<file path="src/rtl/ds_pad_arbiter.sv">
// Round-robin arbiter that lets two requesters share one differential tristate pad.
// Each grant drives for a bounded burst, and the pad is left undriven for a fixed turnaround between owners.
module ds_pad_arbiter #(
  parameter int TURN_CYCLES = 2,
  parameter int MAX_BURST   = 8
) (
  input  logic       clk,
  input  logic       rst_n,
  input  logic [1:0] req,
  input  logic       din0,
  input  logic       din1,
  output logic [1:0] grant,
  output logic       oe,
  output logic       o_data,
  output logic       busy
);

  typedef enum logic [1:0] {
    IDLE  = 2'd0,
    DRIVE = 2'd1,
    TURN  = 2'd2
  } state_t;

  localparam logic [7:0] MAX_BEATS  = 8'(MAX_BURST);
  localparam logic [3:0] TURN_LAST  = 4'(TURN_CYCLES);

  state_t     state, state_next;
  logic [1:0] grant_next;
  logic       oe_next, data_next;
  logic       ptr, ptr_next;
  logic [7:0] beat_cnt, beat_next;
  logic [3:0] turn_cnt, turn_next;

  logic [1:0] din_vec;
  logic       pick;
  logic       owner;
  logic       enter_drive;

  assign din_vec = {din1, din0};
  assign owner   = grant[1];
  // A lone requester wins outright; on a tie the requester that did not own last wins.
  assign pick    = (req == 2'b10) || ((req == 2'b11) && !ptr);
  assign busy    = (state != IDLE);

  // NOTE: every variable gets a default before the case so no path leaves it unassigned (no latches).
  always_comb begin
    state_next  = state;
    grant_next  = 2'b00;
    oe_next     = 1'b0;
    data_next   = 1'b0;
    ptr_next    = ptr;
    beat_next   = beat_cnt;
    turn_next   = turn_cnt;
    enter_drive = 1'b0;

    case (state)
      IDLE: begin
        if (req != 2'b00) enter_drive = 1'b1;
      end
      DRIVE: begin
        if (!req[owner] || (beat_cnt == MAX_BEATS)) begin
          state_next = TURN;
          turn_next  = 4'd1;
          beat_next  = 8'd0;
        end else begin
          beat_next  = beat_cnt + 8'd1;
          grant_next = grant;
          oe_next    = 1'b1;
          data_next  = din_vec[owner];
        end
      end
      TURN: begin
        // The turnaround always runs to completion; requests are only looked at on its last cycle.
        if (turn_cnt == TURN_LAST) begin
          turn_next = 4'd0;
          if (req != 2'b00) enter_drive = 1'b1;
          else              state_next  = IDLE;
        end else begin
          turn_next = turn_cnt + 4'd1;
        end
      end
      default: begin
        state_next = IDLE;
        beat_next  = 8'd0;
        turn_next  = 4'd0;
      end
    endcase

    if (enter_drive) begin
      state_next = DRIVE;
      grant_next = pick ? 2'b10 : 2'b01;
      oe_next    = 1'b1;
      data_next  = din_vec[pick];
      ptr_next   = pick;
      beat_next  = 8'd1;
      turn_next  = 4'd0;
    end
  end

  // NOTE: sequential state uses non-blocking assignments so every flop samples pre-edge values.
  always_ff @(posedge clk) begin
    if (!rst_n) begin
      state    <= IDLE;
      grant    <= 2'b00;
      oe       <= 1'b0;
      o_data   <= 1'b0;
      ptr      <= 1'b1;
      beat_cnt <= 8'd0;
      turn_cnt <= 4'd0;
    end else begin
      state    <= state_next;
      grant    <= grant_next;
      oe       <= oe_next;
      o_data   <= data_next;
      ptr      <= ptr_next;
      beat_cnt <= beat_next;
      turn_cnt <= turn_next;
    end
  end

endmodule

</file>
<file path="config.mk">
export PLATFORM = sky130hd
export DESIGN_NAME = ds_pad_arbiter
export DESIGN_NICKNAME = d
export VERILOG_FILES = /design/src/rtl/ds_pad_arbiter.sv
export SDC_FILE = /design/constraint.sdc
export NUM_CORES = 1
export LEC_CHECK = 0
export CAP_MARGIN = 15
export CORE_UTILIZATION = 36
export DETAILED_ROUTE_END_ITERATION = 8
export SYNTH_ARGS = -nofsm -noshare
export SYNTH_HDL_FRONTEND = slang
export SYNTH_SLANG_ARGS = --single-unit
</file>
<file path="constraint.sdc">
create_clock -name clk -period 2.25 [get_ports clk]
set_input_delay 0.45 -clock clk [delete_from_list [all_inputs] [get_ports clk]]
set_output_delay 0.45 -clock clk [all_outputs]
set_load 0.01 [all_outputs]
</file>
; Word-level counts from Yosys, hierarchy flattened
; Cells that the tools add are included.
[op_classes]
n_reduce_logical = 13
magnitude_cmp = 2
n_eq_ne = 14
n_mux = 30
bitwise = 2
n_addsub = 2
[ops]
columns = op, count
row1 = $mux 1, 16
row2 = $pmux 8 s2, 1
row3 = $mux 2, 7
row4 = $pmux 4 s3, 1
row5 = $ne 3x3->1 const B, 3
row6 = $add 8x1->8 const B, 1
row7 = $eq 8x4->1 const B, 1
row8 = $mux 4, 2
row9 = $mux 8, 1
row10 = $ne 2x2->1 const B, 4
row11 = $reduce_and 4->1, 2
row12 = $eq 2x2->1 const B, 3
row13 = $pmux 2 s3, 1
row14 = $add 4x1->4 const B, 1
row15 = $eq 4x2->1 const B, 1
row16 = $lt 1x2->1 const B, 2
row17 = $reduce_bool 2->1, 2
row18 = $reduce_or 2->1, 2
row19 = $eq 2x1->1 const B, 1
row20 = $logic_not 1->1, 2
row21 = $logic_not 2->1, 1
row22 = $logic_or 1x1->1, 2
row23 = $ne 2x1->1 const B, 1
row24 = $not 1->1, 2
row25 = 3 further kinds, 3
[totals]
ff_bits = 19
output_inout_bits = 5
wordCells = 72

; Longest topological paths before layout
; Gate-level depths: netlist (run 1).
[logic_depth]
ltp_word = 7
mapped_depth = 8
ltp_nobuf = 6

; Worst setup path before layout (run 1)
; OpenSTA, ideal clock, no wires.
[synth_timing]
path_type = register -> register
start = register turn_cnt[0]
end = register state[1]
path_slack_ns = 0.485
path_buffers = 0
period_less_slack_ns = 1.765
setup_time_ns = 0.087
stages_incl_launch_ff = 7
arrival_ns = 1.678
path_cell_list = dfxtp_1 > inv_1 > ha_1 > or3b_4 > o31a_1 > or4_1 > o31ai_1
[synth_between]
elab_chain_cells = 4
word_cells_on_any_way = 6
[synth_rtl]
columns = element, line_no
row1 = "start, declared", 32  ; logic [3:0] turn_cnt, turn_next;
row2 = "start signal, assigned", 117  ; turn_cnt <= turn_next;
row3 = $eq 4x2->1 (*), 74  ; if (turn_cnt == TURN_LAST) begin
row4 = $mux 1, 74
row5 = $pmux 1 s2, 56  ; case (state)
row6 = $reduce_or 2->1 (no line), -
row7 = "end signal, assigned", 111  ; state <= state_next;
row8 = "end, declared", 27  ; state_t state, state_next;
; Every way passes the cells marked *; elsewhere a longest branch is shown, timed or not.
; A chain may end at the register's enable or synchronous reset.

; Worst setup path in the final report (run 1)
[layout_timing]
start = register state[0]
end = output port busy
[layout_between]
elab_chain_cells = 1
[layout_rtl]
columns = element, line_no
row1 = $reduce_bool 2->1, 43  ; assign busy = (state != IDLE);
row2 = "end, declared", 15  ; output logic busy
; No other way between the ends.

==> results of run 1 <==
## cells in the mapped netlist, drive strengths merged
library cell	n	area, sq um
mux2i	1	10.0
nor4	1	6.26
buf	6	42.5
a21boi	1	7.51
o31a	1	8.76
inv	9	33.8
o22a	1	8.76
nor3	6	30.0
ha	7	87.6
or3b	1	11.3
o21ba	1	10.0
nand2b	1	6.26
nor3b	3	27.5
or2	1	6.26
a21oi	12	60.1
o31ai	3	22.5
or4b	1	10.0
and4bb	1	12.5
clkbuf	1	5.00
a31oi	3	18.8
nand3	10	50.1
xor2	1	8.76
nand4	2	12.5
nor2	6	22.5
nand4bb	2	22.5
o21a	3	22.5
clkdlybuf4s25	1	10.0
o211ai	1	7.51
xnor2	1	8.76
dfxtp	19	380
nand2	16	62.6
a211oi	1	12.5
o2111ai	1	8.76
o21ai	5	25.0
or4	2	15.0
mux2	1	11.3
and3	2	12.5
o22ai	2	18.8
nor4b	2	32.5
o32ai	1	8.76
## worst register-to-register path, delay by kind of cell, from the launching register on
kind                     cells  cell delay [ps]
AO/OA/AOI/OAI                2              330
adder cells (fa/ha/maj)      1              180
flip-flops                   1              360
buffers and inverters        1               90
AND/OR/NAND/NOR              2              880
## power breakdown
part           internal, W  switching (W)  total [W]
combinational     0.000128       0.000168   0.000296
clock            0.0000662       0.000112   0.000179
sequential        0.000360      0.0000155   0.000375
total             0.000553       0.000296   0.000850
## sequential cells by signal (all words and copies together), names as in the netlist
name      flops
state         2
ptr           1
beat_cnt      8
grant         2
o_data        1
oe            1
turn_cnt      4
## kinds of logic (layout without fill, tap and decap cells)
family / after synthesis / after routing
compound gates: 36 / 36
fa+ha+maj: 7 / 7
mux: 2 / 2
xor+xnor: 2 / 2
simple gates: 57 / 57
flops: 19 / 19
buf+inv: 17 / 30
## through the flow
step | std cells | area [sq um] | hold slack [ps]
2_1_floorplan | 140 | 1180 | 432
6_report | 197 | 1360 | 493
3_3_place_gp | 193 | 1330 | 468
3_5_place_dp | 193 | 1330 | 467
4_1_cts | 197 | 1360 | 496
5_1_grt | 197 | 1360 | 525
## per-layer routing
metal  routed length (um)  share of wire [%]  global-route usage (%)  up-vias
li1                     -                  -                       -      537
met3                   65                2.6                    1.75        4
met2                 1220                 49                    29.1       17
met1                 1160                 47                    19.4      498
met5                    0                  0                       0        -
met4                   30                1.2                    6.46        0
## area by class of cell
cell class / count / area (sq um)
fillers: 321 / 1720
multi-input cells: 104 / 707
flip-flops and latches: 19 / 380
repair buffers: 17 / 153
well taps: 44 / 55.1
inverters: 9 / 33.8
clock buffers: 3 / 22.5
clock inverters: 1 / 5.00
## worst max-delay path by stage
| stage | from | to | depth (start not counted) |
|---|---|---|---|
| detailed placement | req[1] | turn_cnt[3] | 6 |
| CTS | state[0] | busy | 4 |
| global route | state[0] | busy | 4 |
| finish | state[0] | busy | 4 |
| floorplan | turn_cnt[0] | state[1] | 6 |
| global placement | req[1] | turn_cnt[1] | 6 |
==> reports/summary.txt, run 1 <==
=====================================================================================
Mapped cell area                                                           1180 sq um
Most frequent standard cell in the layout excluding fill and tap cells   sky130_fd_sc_hd__dfxtp_1
Cells traversed along the worst timing path                              inv_1 > ha_1 > inv_1 > clkdlybuf4s50_1
Core Area                                                                  3080 sq um
Total Power                                                                0.000850 W
Multiplexer fraction of the synthesized cell area                               1.80%
Fraction of the mapped netlist area in simple logic gates                       28.9%
Max Cap Viol                                                                        0
HPWL after detailed placement                                                 1.88 mm
Clock insertion delay at the later pin of the skew report                      300 ps
Largest stage delay on the critical path                                       530 ps
Post-CTS Setup Inserts                                                              0
FF-to-FF path depth                                                                 6
Sum of negative setup slack                                                      0 ps
Placement-stage worst setup slack                                              249 ps
Global-route wire length before repair                                        4.32 mm
Fin. Hold Viols                                                                     0
Post-synthesis compound-gate area fraction                                      20.4%
Count of routing violations after the opening detailed-route iteration             34
CP endpoint kind                                                          output port
Hold_buf cts                                                                        0
Post-route minimum period                                                     2100 ps
Maximum buffer depth of the clock tree                                              2
Number of levels the H-tree was split into                                          1
Count of clock tree sinks                                                          19
Net count, final                                                                  167
Hold Path Sink                                                                    ptr
Highest net fanout along the worst path                                             8
Combinational family with the most area after synthesis                  simple AND/OR/NAND/NOR gates
RD Place Congestion                                                             0.777
Max rail drop VDD                                                          0.000372 V
Total of endpoints with negative setup slack in the final report                    0
Top delay family on crit path                                            buffers and inverters
Gate Count Post-Synth                                                             140
Pin count of the biggest net entering global routing                               13
WP data arrival                                                               1650 ps
Launching point of the worst reg2reg path                                 turn_cnt[0]
RSZ-0062 raised after global routing                                            false
Status                                                                   finished clean
Synth Net Count                                                                   153
First drt pass iteration count                                                      4
Worst min-delay path category                                            register to register
Crit path kind                                                           register to output port
Yosys warning count                                                                 0
Drt total wl                                                                  2.48 mm
Adder-cell area share of the yosys netlist                                      7.43%
Clock tree root driver cell                                              sky130_fd_sc_hd__clkbuf_4
Clock-pin slew on the worst setup and hold paths                               110 ps
Tightest slew margin relative to the limit                                      76.9%
Initial Utilization                                                             38.3%
Total GRT Usage                                                                 16.2%
Congestion Overflow GR                                                              0
Std-Cell Rows                                                                      20
Max-slew violation count                                                            0
TritonCTS Buffers                                                                   3
Fin Clk Skew                                                                  8.44 ps
Die W                                                                         59.2 um
Die area                                                                   3510 sq um
Area added between synthesis and finish                                         15.1%
Fin util                                                                        44.1%
Hold Path Origin                                                                  ptr
Worst r2r dst                                                                state[1]
Master of the slowest instance on the critical path                      sky130_fd_sc_hd__clkdlybuf4s50_1
Critical path startpoint category                                            register
Average wire per standard cell                                                12.6 um
Min setup slack post-route                                                     150 ps
Sequential fraction of the synthesis area                                       32.3%
Critical path buffer and inverter count                                             3
Vias per std cell                                                                5.36
Count of unique library cells instantiated by Yosys                                48
Slew at the pin closest to its max-slew limit                                  347 ps
Cell occurring most often along the worst timing path                    sky130_fd_sc_hd__inv_1
Number of resized instances in the post-cts repair step                             0
Final period utilization                                                        93.3%
Via count of the first global-routing pass                                        994
CTS tree                                                                         done
Fraction of final layout cells sized beyond drive strength 1                    12.4%
Number of antenna violations at the first check in global routing                   0
Peak clock frequency supported by timing                                    0.476 GHz
Antenna viol nets, final                                                            0
Pwr/cell area                                                             627 nW/um^2
Most used cells in the layout excluding fill and tap cells               sky130_fd_sc_hd__dfxtp_1, sky130_fd_sc_hd__nand2_1, sky130_fd_sc_hd__a21oi_1
Port Buffer Count                                                                  10
#FFs+latches synth                                                                 19
Ports                                                                              11
Total via count in the routed design                                            1,056
Y dimension of the die                                                        59.2 um
Cell depth of the worst min-delay path                                              2
Post-Syn Area per Cell                                                     8.42 sq um
Post-synthesis share of cell area spent on xor and xnor gates                   1.49%
Leakage power                                                                0.492 nW
Slack of the worst reg-to-reg path                                             340 ps
Required time of the worst setup path                                         1800 ps
Antenna Diode Count                                                                 0
DRC Markers                                                                         0
=====================================================================================
Power figures use the tool's default switching activity.
==> run 2: changes to the inputs <==
Settings changed: CORE_UTILIZATION 36 to 56, PLACE_DENSITY from default to 0.78.
==> reports/summary.txt, run 2 (same netlist as run 1, synthesis figures left out) <==
=====================================================================================
Highest net fanout along the worst path                                             8
Leakage power                                                                0.490 nW
Fraction of final layout cells sized beyond drive strength 1                    11.8%
WP data arrival                                                               1640 ps
Ports                                                                              11
Congestion Overflow GR                                                              0
Count of clock tree sinks                                                          19
Total via count in the routed design                                            1,071
Min setup slack post-route                                                     159 ps
Largest stage delay on the critical path                                       530 ps
Placement-stage worst setup slack                                              156 ps
Vias per std cell                                                                5.98
Die W                                                                         47.9 um
Fin Clk Skew                                                                  4.72 ps
Top delay family on crit path                                            buffers and inverters
Max rail drop VDD                                                          0.000439 V
HPWL after detailed placement                                                 1.84 mm
Initial Utilization                                                             60.1%
Master of the slowest instance on the critical path                      sky130_fd_sc_hd__clkdlybuf4s50_1
Number of antenna violations at the first check in global routing                   0
RD Place Congestion                                                             0.821
Peak clock frequency supported by timing                                    0.478 GHz
Antenna viol nets, final                                                            0
Hold_buf cts                                                                        0
Maximum buffer depth of the clock tree                                              2
Largest register by flop count                                               beat_cnt
RSZ-0062 raised after global routing                                            false
Port Buffer Count                                                                  10
Status                                                                   finished clean
Y dimension of the die                                                        47.9 um
Fin. Hold Viols                                                                     0
CP endpoint kind                                                          output port
Biggest regs                                                             beat_cnt (8), turn_cnt (4)
Pwr/cell area                                                             639 nW/um^2
DRC Markers                                                                         0
Worst min-delay path category                                            register to register
Via count of the first global-routing pass                                        938
Most frequent standard cell in the layout excluding fill and tap cells   sky130_fd_sc_hd__dfxtp_1
Average wire per standard cell                                                13.6 um
Total of endpoints with negative setup slack in the final report                    0
Tightest slew margin relative to the limit                                      75.6%
Fin util                                                                        68.3%
Area added between synthesis and finish                                         13.7%
Post-CTS Setup Inserts                                                              0
Total Power                                                                0.000856 W
Drt total wl                                                                  2.43 mm
Max reg flops                                                                       8
Number of resized instances in the post-cts repair step                             0
Area taken by flip-flops and latches                                        380 sq um
FF-to-FF path depth                                                                 6
Core Area                                                                  1960 sq um
Most used cells in the layout excluding fill and tap cells               sky130_fd_sc_hd__dfxtp_1, sky130_fd_sc_hd__nand2_1, sky130_fd_sc_hd__a21oi_1
Count of routing violations after the opening detailed-route iteration             16
Global-route wire length before repair                                        3.86 mm
Pin count of the biggest net entering global routing                               23
Std-Cell Rows                                                                      16
Cells traversed along the worst timing path                              inv_1 > ha_1 > inv_1 > clkdlybuf4s50_1
Sum of negative setup slack                                                      0 ps
Die area                                                                   2290 sq um
Slew at the pin closest to its max-slew limit                                  366 ps
Net count, final                                                                  166
Total stage count of the critical path                                              4
Number of levels the H-tree was split into                                          1
Final period utilization                                                        92.9%
Required time of the worst setup path                                         1800 ps
Max-slew violation count                                                            0
Cell depth of the worst min-delay path                                              2
Crit path kind                                                           register to output port
Combined area of the multi-input logic cells                                707 sq um
Worst Hold Margin                                                              486 ps
Critical path startpoint category                                            register
Clock tree root driver cell                                              sky130_fd_sc_hd__clkbuf_4
Cell occurring most often along the worst timing path                    sky130_fd_sc_hd__inv_1
Clock-pin slew on the worst setup and hold paths                               110 ps
Max Cap Viol                                                                        0
First drt pass iteration count                                                      5
CTS tree                                                                         done
Clock insertion delay at the later pin of the skew report                      300 ps
Post-route minimum period                                                     2090 ps
Total GRT Usage                                                                 24.3%
Critical path buffer and inverter count                                             3
Antenna Diode Count                                                                 0
TritonCTS Buffers                                                                   3
Layout fillers                                                                    185
=====================================================================================
==> run 2: worst register-to-register path: stages, from the launching register on <==
cell,delay [ps]
sky130_fd_sc_hd__dfxtp_1,350
sky130_fd_sc_hd__inv_1,90
sky130_fd_sc_hd__ha_1,170
sky130_fd_sc_hd__or3b_4,410
sky130_fd_sc_hd__o31a_1,260
sky130_fd_sc_hd__or4_1,470
sky130_fd_sc_hd__o31ai_1,80
==> run 2: layout make-up <==
cell class,instances,area share (%)
Clock buffer,3,1.68
Clock inverter,1,0.373
Inverter,9,2.52
Multi-Input combinational cell,104,52.8
Sequential cell,19,28.4
Tap cell,27,2.52
Timing Repair Buffer,16,11.8
==> run 2: metal layers <==
layer | global-route usage, % | routed length (um) | vias up
met1 | 29.6 | 1120 | 500
met5 | 0 | 0 | -
met4 | 13.3 | 60 | 0
met3 | 3.40 | 90 | 7
met2 | 40.8 | 1150 | 24
li1 | - | - | 540
==> run 2: through the flow <==
stage | cells | cell area, sq um
CTS | 179 | 1340
floorplan | 140 | 1180
detailed placement | 175 | 1310
global placement | 175 | 1310
global route | 179 | 1340
finish | 179 | 1340
==> run 2: power breakdown <==
group,internal (W),leakage (nW),switching (W)
registers,0.000360,0.155,0.0000147
clock network,0.0000664,0.0177,0.000114
logic,0.000131,0.318,0.000170
==> run 2: worst paths after layout <==
check,start,end,slack (ps)
worst max-delay path,state[0],busy,160
worst min register to register,state[0],state[0],490
worst max register to register,turn_cnt[0],state[1],320
worst min-delay path,state[0],state[0],490
==> run 3: changes to the inputs <==
--- a/config.mk
+++ b/config.mk
@@ -11,2 +11,3 @@
 export PLACE_DENSITY = 0.78
+export SKIP_LAST_GASP = 1
 export SYNTH_ARGS = -nofsm -noshare
--- a/constraint.sdc
+++ b/constraint.sdc
@@ -3,2 +3,2 @@
 set_output_delay 0.45 -clock clk [all_outputs]
-set_load 0.01 [all_outputs]
+set_load 0.005 [all_outputs]
==> results of run 3 <==
The final DEF is identical to that of run 2. Status: finished clean.
Main changes from that run: setup slack after layout 159 ps -> 195 ps; total power 0.000856 W -> 0.000850 W; worst IR drop on VDD 0.000439 V -> 0.000438 V
